--- config.mk ---
export PLATFORM = sky130hd
export DESIGN_NAME = wb_fill_arbiter
export DESIGN_NICKNAME = d
export VERILOG_FILES = /design/src/rtl/video_in_pkg.sv /design/src/rtl/wb_watchdog.sv /design/src/rtl/wb_fill_arbiter.sv
export SDC_FILE = /design/constraint.sdc
export NUM_CORES = 1
export LEC_CHECK = 0
export ABC_AREA = 1
export CAP_MARGIN = 25
export CELL_PAD_IN_SITES_DETAIL_PLACEMENT = 1
export CELL_PAD_IN_SITES_GLOBAL_PLACEMENT = 1
export CORE_ASPECT_RATIO = 2
export CORE_UTILIZATION = 18
export DETAILED_ROUTE_END_ITERATION = 16
export PLACE_DENSITY = 0.87
export REMOVE_ABC_BUFFERS = 1
export SLEW_MARGIN = 0
export SYNTH_ARGS = -nofsm -noshare
export SYNTH_HDL_FRONTEND = slang
export SYNTH_SLANG_ARGS = --single-unit
export TNS_END_PERCENT = 1
--- constraint.sdc ---
create_clock -name clk -period 4.4 [get_ports clk]
set_input_delay 0.44 -clock clk [delete_from_list [all_inputs] [get_ports clk]]
set_output_delay 0.44 -clock clk [all_outputs]
set_load 0.005 [all_outputs]
--- src/rtl/video_in_pkg.sv ---
// Shared types and bus widths for the video_in Wishbone fill path.
package video_in_pkg;

  typedef enum logic [1:0] {
    IDLE  = 2'd0,
    OWN0  = 2'd1,
    OWN1  = 2'd2,
    ABORT = 2'd3
  } arb_state_t;

  localparam int WB_DAT_W = 32;
  localparam int WB_SEL_W = 4;

endpackage

--- src/rtl/wb_watchdog.sv ---
// ACK watchdog: counts consecutive stalled strobe cycles and flags the one
// that reaches TIMEOUT; an ACK on that same cycle suppresses the flag.
module wb_watchdog #(
  parameter int TIMEOUT = 255
) (
  input  logic clk,
  input  logic nRST,
  input  logic clr,
  input  logic stall,
  output logic timeout
);

  localparam int CNT_W = (TIMEOUT > 1) ? $clog2(TIMEOUT + 1) : 1;

  logic [CNT_W-1:0] cnt_q, cnt_d;

  // Next count and timeout flag for the current cycle
  always_comb begin
    cnt_d   = cnt_q;
    timeout = 1'b0;
    if (clr) begin
      cnt_d = {CNT_W{1'b0}};
    end else if (stall) begin
      if (cnt_q == CNT_W'(TIMEOUT - 1)) begin
        timeout = 1'b1;
        cnt_d   = {CNT_W{1'b0}};
      end else if (cnt_q != CNT_W'(TIMEOUT)) begin
        cnt_d = cnt_q + CNT_W'(1);
      end else begin
        cnt_d = cnt_q;
      end
    end else begin
      cnt_d = {CNT_W{1'b0}};
    end
  end

  // Counter register
  always_ff @(posedge clk) begin
    if (!nRST) begin
      cnt_q <= {CNT_W{1'b0}};
    end else begin
      cnt_q <= cnt_d;
    end
  end

endmodule

--- src/rtl/wb_fill_arbiter.sv ---
// Two-master Wishbone burst arbiter for the video_in RAM port: fixed priority
// to m0 with an m1 anti-starvation limit, LOCK hold-over and an ACK watchdog.
module wb_fill_arbiter
  import video_in_pkg::*;
#(
  parameter int ADR_W      = 32,
  parameter int MAX_CONSEC = 2,
  parameter int TIMEOUT    = 255
) (
  input  logic                clk,
  input  logic                nRST,
  input  logic                m0_wb_CYC_I,
  input  logic                m0_wb_STB_I,
  input  logic                m0_wb_LOCK_I,
  input  logic [WB_SEL_W-1:0] m0_wb_SEL_I,
  input  logic                m0_wb_WE_I,
  input  logic [ADR_W-1:0]    m0_wb_ADR_I,
  output logic                m0_wb_ACK_O,
  output logic [WB_DAT_W-1:0] m0_wb_DAT_O,
  output logic                m0_err,
  input  logic                m1_wb_CYC_I,
  input  logic                m1_wb_STB_I,
  input  logic                m1_wb_LOCK_I,
  input  logic [WB_SEL_W-1:0] m1_wb_SEL_I,
  input  logic                m1_wb_WE_I,
  input  logic [ADR_W-1:0]    m1_wb_ADR_I,
  output logic                m1_wb_ACK_O,
  output logic [WB_DAT_W-1:0] m1_wb_DAT_O,
  output logic                m1_err,
  input  logic [WB_DAT_W-1:0] p_wb_DAT_I,
  input  logic                p_wb_ACK_I,
  output logic                p_wb_CYC_O,
  output logic                p_wb_STB_O,
  output logic                p_wb_LOCK_O,
  output logic                p_wb_WE_O,
  output logic [WB_SEL_W-1:0] p_wb_SEL_O,
  output logic [ADR_W-1:0]    p_wb_ADR_O,
  output logic [1:0]          grant
);

  localparam int CONSEC_W = (MAX_CONSEC > 0) ? $clog2(MAX_CONSEC + 1) : 1;

  arb_state_t            state_q, state_d;
  logic [1:0]            grant_q, grant_d;
  logic [CONSEC_W-1:0]   consec_q, consec_d;
  logic [1:0]            err_q, err_d;

  logic                  owner_cyc_s, owner_stb_s, owner_lock_s, owner_we_s;
  logic [WB_SEL_W-1:0]   owner_sel_s;
  logic [ADR_W-1:0]      owner_adr_s;
  logic                  owning_s, release_s, stall_s, wd_clr_s, wd_timeout_s;
  logic                  consec_max_s;
  logic [CONSEC_W-1:0]   consec_up_s;

  // Signals of whichever master the grant register points at
  always_comb begin
    owner_cyc_s  = m0_wb_CYC_I;
    owner_stb_s  = m0_wb_STB_I;
    owner_lock_s = m0_wb_LOCK_I;
    owner_we_s   = m0_wb_WE_I;
    owner_sel_s  = m0_wb_SEL_I;
    owner_adr_s  = m0_wb_ADR_I;
    if (grant_q[1]) begin
      owner_cyc_s  = m1_wb_CYC_I;
      owner_stb_s  = m1_wb_STB_I;
      owner_lock_s = m1_wb_LOCK_I;
      owner_we_s   = m1_wb_WE_I;
      owner_sel_s  = m1_wb_SEL_I;
      owner_adr_s  = m1_wb_ADR_I;
    end else begin
      owner_cyc_s  = m0_wb_CYC_I;
    end
  end

  assign owning_s     = (state_q == OWN0) || (state_q == OWN1);
  assign release_s    = ~owner_cyc_s & ~owner_lock_s;
  assign stall_s      = owning_s & owner_stb_s & ~p_wb_ACK_I;
  // Release wins over a coincident timeout; the next owner starts from zero.
  assign wd_clr_s     = ~owning_s | release_s;
  assign consec_max_s = (consec_q == CONSEC_W'(MAX_CONSEC));
  assign consec_up_s  = consec_max_s ? consec_q : consec_q + CONSEC_W'(1);

  wb_watchdog #(
    .TIMEOUT (TIMEOUT)
  ) u_watchdog (
    .clk     (clk),
    .nRST    (nRST),
    .clr     (wd_clr_s),
    .stall   (stall_s),
    .timeout (wd_timeout_s)
  );

  // Ownership FSM, grant, consecutive-m0 counter and error pulses
  always_comb begin
    state_d  = state_q;
    grant_d  = grant_q;
    consec_d = consec_q;
    err_d    = 2'b00;
    case (state_q)
      IDLE: begin
        if (m0_wb_CYC_I && (!m1_wb_CYC_I || !consec_max_s)) begin
          state_d  = OWN0;
          grant_d  = 2'b01;
          consec_d = m1_wb_CYC_I ? consec_up_s : {CONSEC_W{1'b0}};
        end else if (m1_wb_CYC_I) begin
          state_d  = OWN1;
          grant_d  = 2'b10;
          consec_d = {CONSEC_W{1'b0}};
        end else begin
          state_d  = IDLE;
        end
      end
      OWN0: begin
        if (release_s) begin
          if (m1_wb_CYC_I) begin
            state_d  = OWN1;
            grant_d  = 2'b10;
            consec_d = {CONSEC_W{1'b0}};
          end else begin
            state_d  = IDLE;
            grant_d  = 2'b00;
          end
        end else if (wd_timeout_s) begin
          state_d = ABORT;
          err_d   = 2'b01;
        end else begin
          state_d = OWN0;
        end
      end
      OWN1: begin
        if (release_s) begin
          if (m0_wb_CYC_I) begin
            state_d  = OWN0;
            grant_d  = 2'b01;
            consec_d = m1_wb_CYC_I ? consec_up_s : {CONSEC_W{1'b0}};
          end else begin
            state_d  = IDLE;
            grant_d  = 2'b00;
          end
        end else if (wd_timeout_s) begin
          state_d = ABORT;
          err_d   = 2'b10;
        end else begin
          state_d = OWN1;
        end
      end
      ABORT: begin
        // Grant still names the aborted master; wait for it to let go.
        if (!owner_cyc_s) begin
          state_d = IDLE;
          grant_d = 2'b00;
        end else begin
          state_d = ABORT;
        end
      end
      default: begin
        state_d = IDLE;
        grant_d = 2'b00;
      end
    endcase
  end

  // State registers
  always_ff @(posedge clk) begin
    if (!nRST) begin
      state_q  <= IDLE;
      grant_q  <= 2'b00;
      consec_q <= {CONSEC_W{1'b0}};
      err_q    <= 2'b00;
    end else begin
      state_q  <= state_d;
      grant_q  <= grant_d;
      consec_q <= consec_d;
      err_q    <= err_d;
    end
  end

  // RAM-side mux, silent outside an active ownership
  always_comb begin
    p_wb_CYC_O  = 1'b0;
    p_wb_STB_O  = 1'b0;
    p_wb_LOCK_O = 1'b0;
    p_wb_WE_O   = 1'b0;
    p_wb_SEL_O  = {WB_SEL_W{1'b0}};
    p_wb_ADR_O  = {ADR_W{1'b0}};
    if (owning_s) begin
      p_wb_CYC_O  = owner_cyc_s;
      p_wb_STB_O  = owner_stb_s;
      p_wb_LOCK_O = owner_lock_s;
      p_wb_WE_O   = owner_we_s;
      p_wb_SEL_O  = owner_sel_s;
      p_wb_ADR_O  = owner_adr_s;
    end else begin
      p_wb_CYC_O  = 1'b0;
    end
  end

  assign m0_wb_ACK_O = p_wb_ACK_I & grant_q[0] & (state_q != ABORT);
  assign m1_wb_ACK_O = p_wb_ACK_I & grant_q[1] & (state_q != ABORT);
  assign m0_wb_DAT_O = p_wb_DAT_I;
  assign m1_wb_DAT_O = p_wb_DAT_I;
  assign m0_err      = err_q[0];
  assign m1_err      = err_q[1];
  assign grant       = grant_q;

endmodule

==> out/metrics.cfg <==
[sta]
max_slew_margin_pct=56.01
final.setup.tns_ns=0
fmax_ghz=0.3308
tightest_slew_ns=0.6598
setup_viol=0
rsz0062_at_grt=no
fin_crit_ns=3.023
finClkSkew_ns=0.005112
period_share_pct=68.71
hold_viol=0
finalMaxSlewViolations=0

[clock_tree]
cts_buffers=3
htreeDepth=1
clk_latency_ns=0.26
path_clk_slew_ns=0.05
cts_hold_buffers=0
cts_setup_buffers=0
cts_root_buf=clkbuf_16
clk_path_buf_depth=2
clkSinkCount=16
cts_resized=0
cts_tree=done

[synth]
avgSynthCellArea_um2=6.057
synth_top_family_by_area=buffers and inverters
synth_top_area_share_pct=22.93
synth_compound_area_share_pct=17.67
synthXorXnorAreaFrac_pct=1.254
syn_area_um2=2096
synth_fa_ha_area_share_pct=5.970
synth_largest_area_cell=buf_4
synth_warnings=0
yosys.area_share.simple_pct=28.72
synthMuxAreaShare_pct=0
ys_ff_latch=16
synth_area_leaders=buf_4 23%, nor2_1 17%, dfxtp_1 15%
yosysSeqAreaShare_pct=15.28
synth_cell_type_count=31
synthCells=346

[floorplan]
die_y_um=154.6
dieArea_um2=12110
start_util_pct=18.46
row_count=55
core_um2=11350
die_x_um=78.30
ios=225

[route]
wl_met3_mm=1.824
dr.pass1.iters=4
viasPerCell=4.708
wl_met1_mm=3.863
wl_per_cell_um=26.11
drc=0
ant_nets=0
met2_length_mm=6.773
drt-initial-drc-count=100
top_layer_used=met4
wl_mm=14.20
num_vias=2561

[finish]
fill_cells=1430
multi_input_area_um2=1124
final_layout_size_suffix_gt1_share_pct=5.224
final_cell_mix=128 x clkdlybuf4s50_1, 94 x nor2_1, 43 x o21ai_0, 33 x nand2_1, 22 x inv_1
fin_cells=544
final_nets=528
layout_commonest_cell=clkdlybuf4s50_1
diodes=0
seqCellArea_um2=320.3
areaGrowthSynthToFinish_pct=48.18

[outcome]
status=complete, no violations

[worst_setup_path]
critical_path.n_buffers_inverters=3
crit_path_max_incr_delay_ns=0.72
end_kind=output port
cpLargestDelayFamily=buffers and inverters
cp-start-kind=register
worst-setup-path-type=register to output port
cp.depth=6
critPathMaxFanout=23
cp_data_required_time_ns=3.96
crit_arrival_ns=2.58
crit_chain=inv_1, ha_1, buf_4, o21ai_0, nor2_1, clkdlybuf4s50_1
slowest_stage=ha_1
reg2reg_depth=10

[worst_hold_path]
worst_hold_path_type=register to register
hold_depth=2

[global_route]
grt_antenna_before_repair=0
grt_pass1_wl_mm=18.58
grt_max_degree=48
track_usage_pct=22.81
grt_pass1_vias=2646
overflow=0

[pwr]
p_per_area_nw_per_um2=275.8
ir_worst_vdd_mv=0.1498
power.leakage_nw=1.232

[placement]
post-dp-hpwl_mm=12.37
gp_congestion=0.9092
placed_cells=540
io_buffers=128

[run]
maxCapViolCount=0

==> worst paths after layout <==
check	start	endpoint	slack, ns
worst min-delay path	consec_q[0]$_SDFFE_PN0P_	consec_q[0]$_SDFFE_PN0P_	0.49
worst max-delay path	state_q[1]$_SDFF_PN0_	p_wb_ADR_O[5]	1.38
worst max register to register	grant[1]$_SDFFE_PN0P_	state_q[1]$_SDFF_PN0_	1.99
worst min register to register	consec_q[0]$_SDFFE_PN0P_	consec_q[0]$_SDFFE_PN0P_	0.49
==> Yosys cell counts <==
cell and n:
nor2_1 94, buf_4 64, o21ai_0 43, nand2_1 33, inv_1 22, dfxtp_1 16
a21oi_1 13, ha_1 10, clkbuf_1 8, nand3_1 7, buf_2 4, a31oi_1 3
o21ai_1 3, o21ai_2 3, xor2_1 3, buf_6 2, clkinv_1 2, nand2_2 2
nor2_2 2, a21oi_2 1, a31oi_2 1, clkinv_2 1, inv_2 1, nand2_4 1
nand4_1 1, nor3_1 1, nor3_4 1, nor3b_1 1, nor3b_2 1, o32ai_1 1
or2_2 1
==> cells by family after synthesis <==
family	count (synthesis)
buffers and inverters	104
AND/OR/NAND/NOR	145
XOR/XNOR	3
AO/OA/AOI/OAI	68
flip-flops	16
adder cells (fa/ha/maj)	10
==> stage by stage <==
| stage | area, um^2 | hold slack [ns] | setup slack (ns) | util, % | power (W) |
|---|---|---|---|---|---|
| floorplan | 1543 | 0.4496 | 2.074 | - | 0.0003560 |
| global placement | 3017 | 0.4604 | 1.652 | 26.57 | 0.0006452 |
| detailed placement | 3017 | 0.4794 | 1.579 | 26.57 | 0.0006599 |
| CTS | 3105 | 0.4858 | 1.323 | 27.35 | 0.0008665 |
| global route | 3105 | 0.5337 | 1.195 | 27.35 | 0.0009104 |
| finish | 3105 | 0.4882 | 1.377 | 27.35 | 0.0008565 |
==> cell type report <==
cell class	count	share of cell area (%)
clock buffer	4	2.861
multi-input combinational	226	36.18
timing repair buffer	130	41.74
tap	142	5.721
inverter	26	3.183
sequential	16	10.31
==> report_power, final <==
part / internal, W / switching (W)
clock: 0.000139 / 0.0000648
combinational: 0.000253 / 0.000240
sequential: 0.000153 / 0.00000715
total: 0.000544 / 0.000312
==> worst reg2reg max path, stage by stage (launching register included) <==
cell      delay, ns
dfxtp_1        0.31
buf_4          0.39
clkinv_2       0.61
nand2_1        0.36
nand2_1        0.08
nand3_1        0.16
o21ai_1        0.11
nand2_1        0.11
nand2_1        0.06
nand2_1        0.05
a21oi_1        0.06
==> metal layers <==
layer,vias to the layer above,track usage (%)
li1,1143,-
met1,1149,15.46
met2,228,39.35
met3,41,12.80
met4,0,24.69
met5,-,4.783
==> sequential cells by signal, indices dropped and copies added (netlist names) <==
signal	cells
u_watchdog.cnt_q	8
state_q	2
err_q	2
consec_q	2
grant	2
Note: power is estimated with default switching activity, not from simulation.
